--- src/rtl/pipe_hazard.sv ---
// -----------------------------------------------------------------------------
// pipe_hazard -- scoreboard-style RAW / write-depth hazard detector for an
// in-order pipeline.
//
// Every architectural register has a small counter that holds its number of
// issued-but-not-retired writers. An instruction in ID stalls when one of its
// sources has an outstanding writer, or when its destination already has
// MAX_INFLIGHT outstanding writers. Register 0 is hardwired and never tracked.
//
// Optional feature: define HAZARD_WB_BYPASS_EN to let a reader issue in the
// same cycle as the retirement of its last outstanding producer (the regfile
// writes through). Without it the reader issues one cycle later.
//
// Ports
//   clk          in   clock, all state updates on its rising edge
//   rst          in   synchronous active-high reset, clears all counters
//   en           in   global enable, low freezes all state and blocks issue
//   id_valid     in   ID-stage instruction valid
//   id_rs1_used  in   ID instruction reads id_rs1
//   id_rs2_used  in   ID instruction reads id_rs2
//   id_wr        in   ID instruction writes id_rd
//   id_rs1       in   source register 1 address
//   id_rs2       in   source register 2 address
//   id_rd        in   destination register address
//   wb_valid     in   one issued writer retires (committed or squashed)
//   wb_rd        in   destination of the retiring writer
//   ex_flush     in   redirect from EX, kills FE/ID contents
//   stall        out  hold FE and ID this cycle
//   issue        out  ID instruction advances to EX this cycle
//   flush_fe_id  out  squash FE and ID pipeline registers
//   busy         out  some register has outstanding writes
// -----------------------------------------------------------------------------
module pipe_hazard #(
  parameter int REG_ADDR_W   = 5,
  parameter int MAX_INFLIGHT = 3
) (
  input  logic                  clk,
  input  logic                  rst,
  input  logic                  en,
  input  logic                  id_valid,
  input  logic                  id_rs1_used,
  input  logic                  id_rs2_used,
  input  logic                  id_wr,
  input  logic [REG_ADDR_W-1:0] id_rs1,
  input  logic [REG_ADDR_W-1:0] id_rs2,
  input  logic [REG_ADDR_W-1:0] id_rd,
  input  logic                  wb_valid,
  input  logic [REG_ADDR_W-1:0] wb_rd,
  input  logic                  ex_flush,
  output logic                  stall,
  output logic                  issue,
  output logic                  flush_fe_id,
  output logic                  busy
);

  localparam int CNT_W = $clog2(MAX_INFLIGHT + 1);
  localparam int NREG  = 2 ** REG_ADDR_W;
  localparam logic [CNT_W-1:0] CNT_MAX = CNT_W'(MAX_INFLIGHT);
  localparam logic [CNT_W-1:0] CNT_ONE = CNT_W'(1);

  logic [CNT_W-1:0] r_cnt [NREG];

  logic [CNT_W-1:0] w_rs1_cnt;
  logic [CNT_W-1:0] w_rs2_cnt;
  logic [CNT_W-1:0] w_rd_cnt;
  logic             w_rs1_byp;
  logic             w_rs2_byp;
  logic             w_rs1_haz;
  logic             w_rs2_haz;
  logic             w_full;
  logic             w_stall;
  logic             w_issue;
  logic [NREG-1:0]  w_inc;
  logic [NREG-1:0]  w_dec;
  logic             w_busy;

  assign w_rs1_cnt = r_cnt[id_rs1];
  assign w_rs2_cnt = r_cnt[id_rs2];
  assign w_rd_cnt  = r_cnt[id_rd];

`ifdef HAZARD_WB_BYPASS_EN
  // The last outstanding producer retires this cycle and its value is written
  // through the regfile, so the reader may leave ID now.
  assign w_rs1_byp = wb_valid && (wb_rd == id_rs1) && (w_rs1_cnt == CNT_ONE);
  assign w_rs2_byp = wb_valid && (wb_rd == id_rs2) && (w_rs2_cnt == CNT_ONE);
`else
  assign w_rs1_byp = 1'b0;
  assign w_rs2_byp = 1'b0;
`endif

  assign w_rs1_haz = id_rs1_used && (id_rs1 != '0) && (w_rs1_cnt != '0) && !w_rs1_byp;
  assign w_rs2_haz = id_rs2_used && (id_rs2 != '0) && (w_rs2_cnt != '0) && !w_rs2_byp;

  // A retirement to the same destination frees one slot this cycle, so a full
  // counter can accept the new writer (increment and decrement cancel).
  assign w_full = id_wr && (id_rd != '0) && (w_rd_cnt == CNT_MAX) &&
                  !(wb_valid && (wb_rd == id_rd));

  // Flush wins: a killed ID instruction neither stalls nor issues.
  assign w_stall = id_valid && !ex_flush && (w_rs1_haz || w_rs2_haz || w_full);
  assign w_issue = id_valid && !w_stall && !ex_flush && en;

  // NOTE: every variable written in an always_comb gets a default first so no
  // path leaves it unassigned, which would otherwise infer a latch.
  always_comb begin
    w_inc  = '0;
    w_dec  = '0;
    w_busy = 1'b0;
    for (int i = 1; i < NREG; i++) begin
      w_inc[i] = w_issue && id_wr && (id_rd == REG_ADDR_W'(i));
      // Retirements against an empty counter (reg 0, or writers that were
      // discarded by a reset) are dropped instead of underflowing.
      w_dec[i] = wb_valid && (wb_rd == REG_ADDR_W'(i)) && (r_cnt[i] != '0);
      w_busy   = w_busy || (r_cnt[i] != '0);
    end
  end

  // NOTE: state is updated with non-blocking assignments so every counter
  // samples the same pre-edge values regardless of statement order.
  // NOTE: the counter array is reset as a whole: it is architectural state
  // (outstanding-writer bookkeeping), not a data memory, and a stale count
  // would deadlock the pipeline.
  always_ff @(posedge clk) begin
    r_cnt[0] <= '0;
    if (rst) begin
      for (int i = 1; i < NREG; i++) begin
        r_cnt[i] <= '0;
      end
    end else if (en) begin
      for (int i = 1; i < NREG; i++) begin
        case ({w_inc[i], w_dec[i]})
          2'b10:   if (r_cnt[i] != CNT_MAX) r_cnt[i] <= r_cnt[i] + CNT_ONE;
          2'b01:   r_cnt[i] <= r_cnt[i] - CNT_ONE;
          default: r_cnt[i] <= r_cnt[i];
        endcase
      end
    end
  end

  assign stall       = w_stall;
  assign issue       = w_issue;
  assign flush_fe_id = ex_flush;
  assign busy        = w_busy;

endmodule

--- config.mk ---
export PLATFORM = sky130hd
export DESIGN_NAME = pipe_hazard
export DESIGN_NICKNAME = d
export VERILOG_FILES = /design/src/rtl/pipe_hazard.sv
export SDC_FILE = /design/constraint.sdc
export NUM_CORES = 1
export LEC_CHECK = 0
export CORE_MARGIN = 2
export CORE_UTILIZATION = 40
export CTS_CLUSTER_SIZE = 28
export DETAILED_ROUTE_END_ITERATION = 12
export DONT_BUFFER_PORTS = 1
export PLACE_DENSITY_LB_ADDON = 0.1
export SYNTH_ARGS = -nofsm -noshare
export SYNTH_HDL_FRONTEND = slang
export SYNTH_SLANG_ARGS = --single-unit
export TNS_END_PERCENT = 30
--- constraint.sdc ---
create_clock -name clk -period 5.7 [get_ports clk]
set_input_delay 1.425 -clock clk [delete_from_list [all_inputs] [get_ports clk]]
set_output_delay 1.425 -clock clk [all_outputs]
set_load 0.01 [all_outputs]
Word level (Yosys, flattened, before mapping)
Memories as Yosys holds them, arrays and structs flattened.
Cells that the tools add are included.
Operators by class
  add/sub/neg operators: 62
  equal/unequal tests: 157
  mux-type cells: 498
  bitwise gates (word level): 93
  reductions and logical operators: 209
Operator list (number)
  1-bit two-way mux: 405
  2-bit two-way mux: 93
  5-bit equality test, second input constant: 32
  1-bit logical AND: 107
  1-bit OR: 93
  5-bit by 4-bit equality test with 1-bit output, second input constant: 16
  2-bit nonzero test: 33
  2-bit equality test, second input constant: 32
  2-bit by 1-bit adder with 2-bit output, second input constant: 31
  2-bit by 1-bit equality test with 1-bit output, second input constant: 31
  2-bit != test, second input constant: 31
  2-bit OR reduction: 31
  2-bit by 1-bit subtractor with 2-bit output, second input constant: 31
  5-bit by 3-bit equality test with 1-bit output, second input constant: 8
  1-bit logical OR: 32
  5-bit by 2-bit equality test with 1-bit output, second input constant: 4
  5-bit nonzero test: 3
  5-bit by 1-bit equality test with 1-bit output, second input constant: 2
  5-bit equality test: 1
  1-bit logical NOT: 3
Storage, ports and cells
  flip-flop bits (word level): 0
  bits in writable memories: 64
  output and inout bits: 4
  memories kept: 1
Memory list
  r_cnt: words 32, bits a word 2, read ports 34, clocked after Yosys merged registers in 0, write ports 32, line 61  | logic [CNT_W-1:0] r_cnt [NREG];

Depth between registers and ports, before layout
An unclocked memory read counts as a cell.
  depth after elaboration: 32
  depth in mapped cells: 15
  depth with buffers taken out: 12

Worst setup path after synthesis
OpenSTA, ideal clock, no wires.
  path type: input -> output
  start point: in id_rd[1]
  end point: out issue
  arrival: 3.417 ns
  data required time: 4.275 ns
  slack: 0.858 ns
  stages on the path: 10
  buffers on the path: 3
  path through: buf_2 buf_1 mux4_2 mux2i_1 mux2i_1 nand4_1 nand4_1 nor4b_4 buf_2 and2_1
Between the ends
  longest elaborated chain between the ends: 10
Ends and longest elaborated chain
  from (decl): line 46  | input logic [REG_ADDR_W-1:0] id_rd,
  memory read 32 x 2 bit, or another cell as far along
  2-bit equality test, or another cell as far along: line 96  | assign w_full = id_wr && (id_rd != '0) && (w_rd_cnt == CNT_MAX) &&
  1-bit logical AND / 1-bit logical NOT (equally long branches): line 96, 97
  1-bit logical AND (*): line 96
  1-bit logical OR (*): line 100  | assign w_stall = id_valid && !ex_flush && (w_rs1_haz || w_rs2_haz || w_full);
  1-bit logical AND (*): line 100
  1-bit logical NOT (*): line 101  | assign w_issue = id_valid && !w_stall && !ex_flush && en;
  1-bit logical AND (*) (3 in series): line 101
  to (decl): line 51  | output logic issue,
Mark *: on every way between the ends. The rest lies on a longest branch, timed or not.

Final worst setup path
  start point: in id_rd[0]
  end point: out issue
The elaborated chain is that of the path after synthesis.

==> metrics <==
reg2reg end r_cnt[9][0]; metal3 WL 1.27 mm; port bufs 0; first-pass GRT wire length 30.4 mm; CTS Sinks 62; Synth top area share 28.1%; CTS root buffer clkbuf_16; worst vdd ir 0.135 mV; R2R setup slack approximately 2.2 ns; RD Place Congestion 0.933; drt first pass iters 6; max reg flops 62; syn avg cell area approximately 8.5 um2; DRC viols 0; Synth area leaders edfxtp_1 28%, ha_1 12%, mux4_2 7.1%; critical path's slowest cell mux2_2; most flop-heavy register r_cnt; CTS tree built; Seq/Total Area, Yosys 28.1%; Cell variety after synth 44; fill count 1627; outcome finished, final reports clean; Reg-to-Reg Start r_cnt[20][0]; CTS Buf Count 9; Internal Power 942 uW; Max Freq 0.212 GHz; Rel. slew slack ~19%; R2R cell count 11; DR top layer met4; Initial Util between 40% and 50%; Syn. warnings 0; Required @ worst endpoint around 4.3 ns; FP Rows 47; Crit path arrival time 3.28 ns; ys async rst share 0%; GRT Util Overall 22.5%; final core occ 42.8%; Initial DRC Count between 400 and 500; CTS Buffer Depth 2; Final ANT Viol Nets 0; total grt overflow 0; Reg clk slew, reported paths approximately 0.050 ns; setup violators final 0; Max Clock Skew between 0.004 and 0.005 ns; largest fanout on the critical path 22; clock power share 36.8%; Synth Register Bits 62; critical path cell sequence mux2_2, a22o_1, a211oi_1, a311oi_1, and3_1, nor4b_4, buf_4, and2_1; number of global-route vias before repair about 5500; Worst Hold Launch r_cnt[4][0]; sequential power share 43.7%; routed vias ~5800; RSZ-0062 raised after global routing no; initial antenna violation count 0; Synth area leader edfxtp_1; hold crit path type flop to flop; leakage power 2.69 nW; area of the core 16400 um2; Net Sw Power roughly 390 uW; PwrDens ~190 nW/um2; met1 wire length between 8 and 9 mm; crit-path leading delay family simple AND/OR/NAND/NOR gates; Fin Setup TNS 0 ns; Top Registers r_cnt x62; nets 850; critical path class input port to output pin; Net Sw Frac 29.1%; drt via density 5.87; Hold Path Depth 1; Synth Flop Type edfxtp_1; Synth Cell Area 6630 um2; antenna fix cells 0; hold endpoint r_cnt[4][0]; Clock Latency Late Sink between 0.3 and 0.4 ns; worst-margin pin slew 1.22 ns; Max Slew Vio Count 0; post-CTS sizing 0; Die X 133 um; IO Count 33; DRT Wirelength 19.4 mm; Largest stage delay, worst path 0.32 ns; share of layout cells above drive strength 1 5.39%; final period utilization 82.6%; minimum clock period 4.71 ns; type of origin of the critical path input port; setup bufs post-CTS 0; WL met2 8.96 mm; Multi-input gate area 4460 um2; Detailed Place HPWL between 10 and 15 mm; Syn Inst Count about 800; H-tree Lvls 3; Crit path buffers/inverters 1; Comb power frac between 10% and 20%; register area 1860 um2; largest net degree at the start of global routing 61; Post-CTS Hold Buffers 0; die height around 130 um; DIE AREA 17600 um2; DR WL/cell 19.8 um; Syn Nets between 800 and 900; maxcap violations 0; endpoints failing hold 0; CP Capture Type output pin; Layout area overhead 5.89%; number of enable flip-flop cells after synthesis 62
[worst register-to-register path, stage by stage (launching register included)]
cell	delay, ns
edfxtp_1	0.48
nor2_1	0.39
mux4_2	0.32
nand2b_1	0.05
o211ai_1	0.20
nand4_1	0.17
nor4b_4	0.28
buf_4	0.44
and3_1	0.29
ha_1	0.25
nand2b_1	0.15
o21bai_1	0.23
[worst max path at each step]
stage | from | to | depth (start not counted) | slack (ns)
after CTS | id_rd[4] | issue | 8 | 0.98
after detailed placement | id_rd[4] | issue | 8 | 0.99
after floorplan | id_rd[1] | issue | 10 | 0.86
after global placement | id_rd[0] | issue | 8 | 0.98
final | id_rd[0] | issue | 8 | 0.99
after global routing | id_rd[0] | stall | 9 | 0.86
[cell type report]
class / count / area share [%]
clock inverter: 3 / 0.178
tap: 220 / 3.92
inverter: 37 / 1.98
timing repair buffer: 5 / 0.535
sequential: 62 / 26.5
multi-input combinational: 642 / 63.5
clock buffer: 12 / 3.37
[synth_stat cells, types with 2 or more instances]
cell	number
nor2b_1	6
and3_1	32
o211ai_1	4
mux4_2	21
a2111oi_0	2
a22o_1	2
nand4_1	11
nand2b_1	36
nor4_1	4
nand4b_1	2
nor3b_1	6
xnor2_1	45
edfxtp_1	62
a211oi_1	5
or3_1	31
mux2_2	2
o21ai_0	5
xor2_1	4
a21oi_1	51
nand2_1	53
buf_2	10
ha_1	64
mux2i_1	10
inv_1	37
a31oi_1	4
nand3_1	39
nor3_1	60
o21bai_1	31
nor2_1	100
buf_1	2
clkbuf_1	29
[metrics by stage]
stage                     worst slack, ns  cell area [um2]  hold WS (ns)  power, mW  instances
final                               0.991             7020         0.643       1.33        981
after floorplan                     0.858             6630         0.610      0.797        783
after global placement              0.977             6770         0.630      0.838        966
after CTS                           0.982             7020         0.650       1.34        981
after global routing                0.855             7020         0.656       1.38        981
after detailed placement            0.987             6770         0.642      0.845        966
[routing by layer]
layer  global-route usage [%]  vias up
met5                        0        -
met4                     7.77        0
met3                     5.21       32
met2                     36.3      162
met1                     29.8     2805
li1                         -     2755
[cells in the final DEF (no fill, tap or decap), types with 6 or more instances in the layout]
cell type	instances
nand2_1	53
ha_1	64
and3_1	32
mux4_2	21
nor3b_1	6
nand4_1	11
edfxtp_1	62
a21oi_1	51
mux2i_1	10
nor2_1	100
nand3_1	39
nand2b_1	36
or3_1	31
clkbuf_16	9
inv_1	37
xnor2_1	45
nor3_1	60
o21bai_1	31
[power groups by stage]
stage          Sequential (mW)  Clock (mW)  Combinational (mW)
5_1_grt                  0.586       0.514               0.284
2_1_floorplan            0.575           0               0.223
3_3_place_gp             0.589           0               0.249
3_5_place_dp             0.590           0               0.255
6_report                 0.581       0.489               0.259
4_1_cts                  0.580       0.500               0.258
[kinds of logic after synthesis]
group,Yosys count,synth area share (%)
xor+xnor,49,6.47
buf+inv,79,4.72
fa+ha+maj,64,12.1
simple gates,388,29.5
mux,33,8.98
compound gates,108,10.2
flops,62,28.1
(Power assumes the default switching activity.)
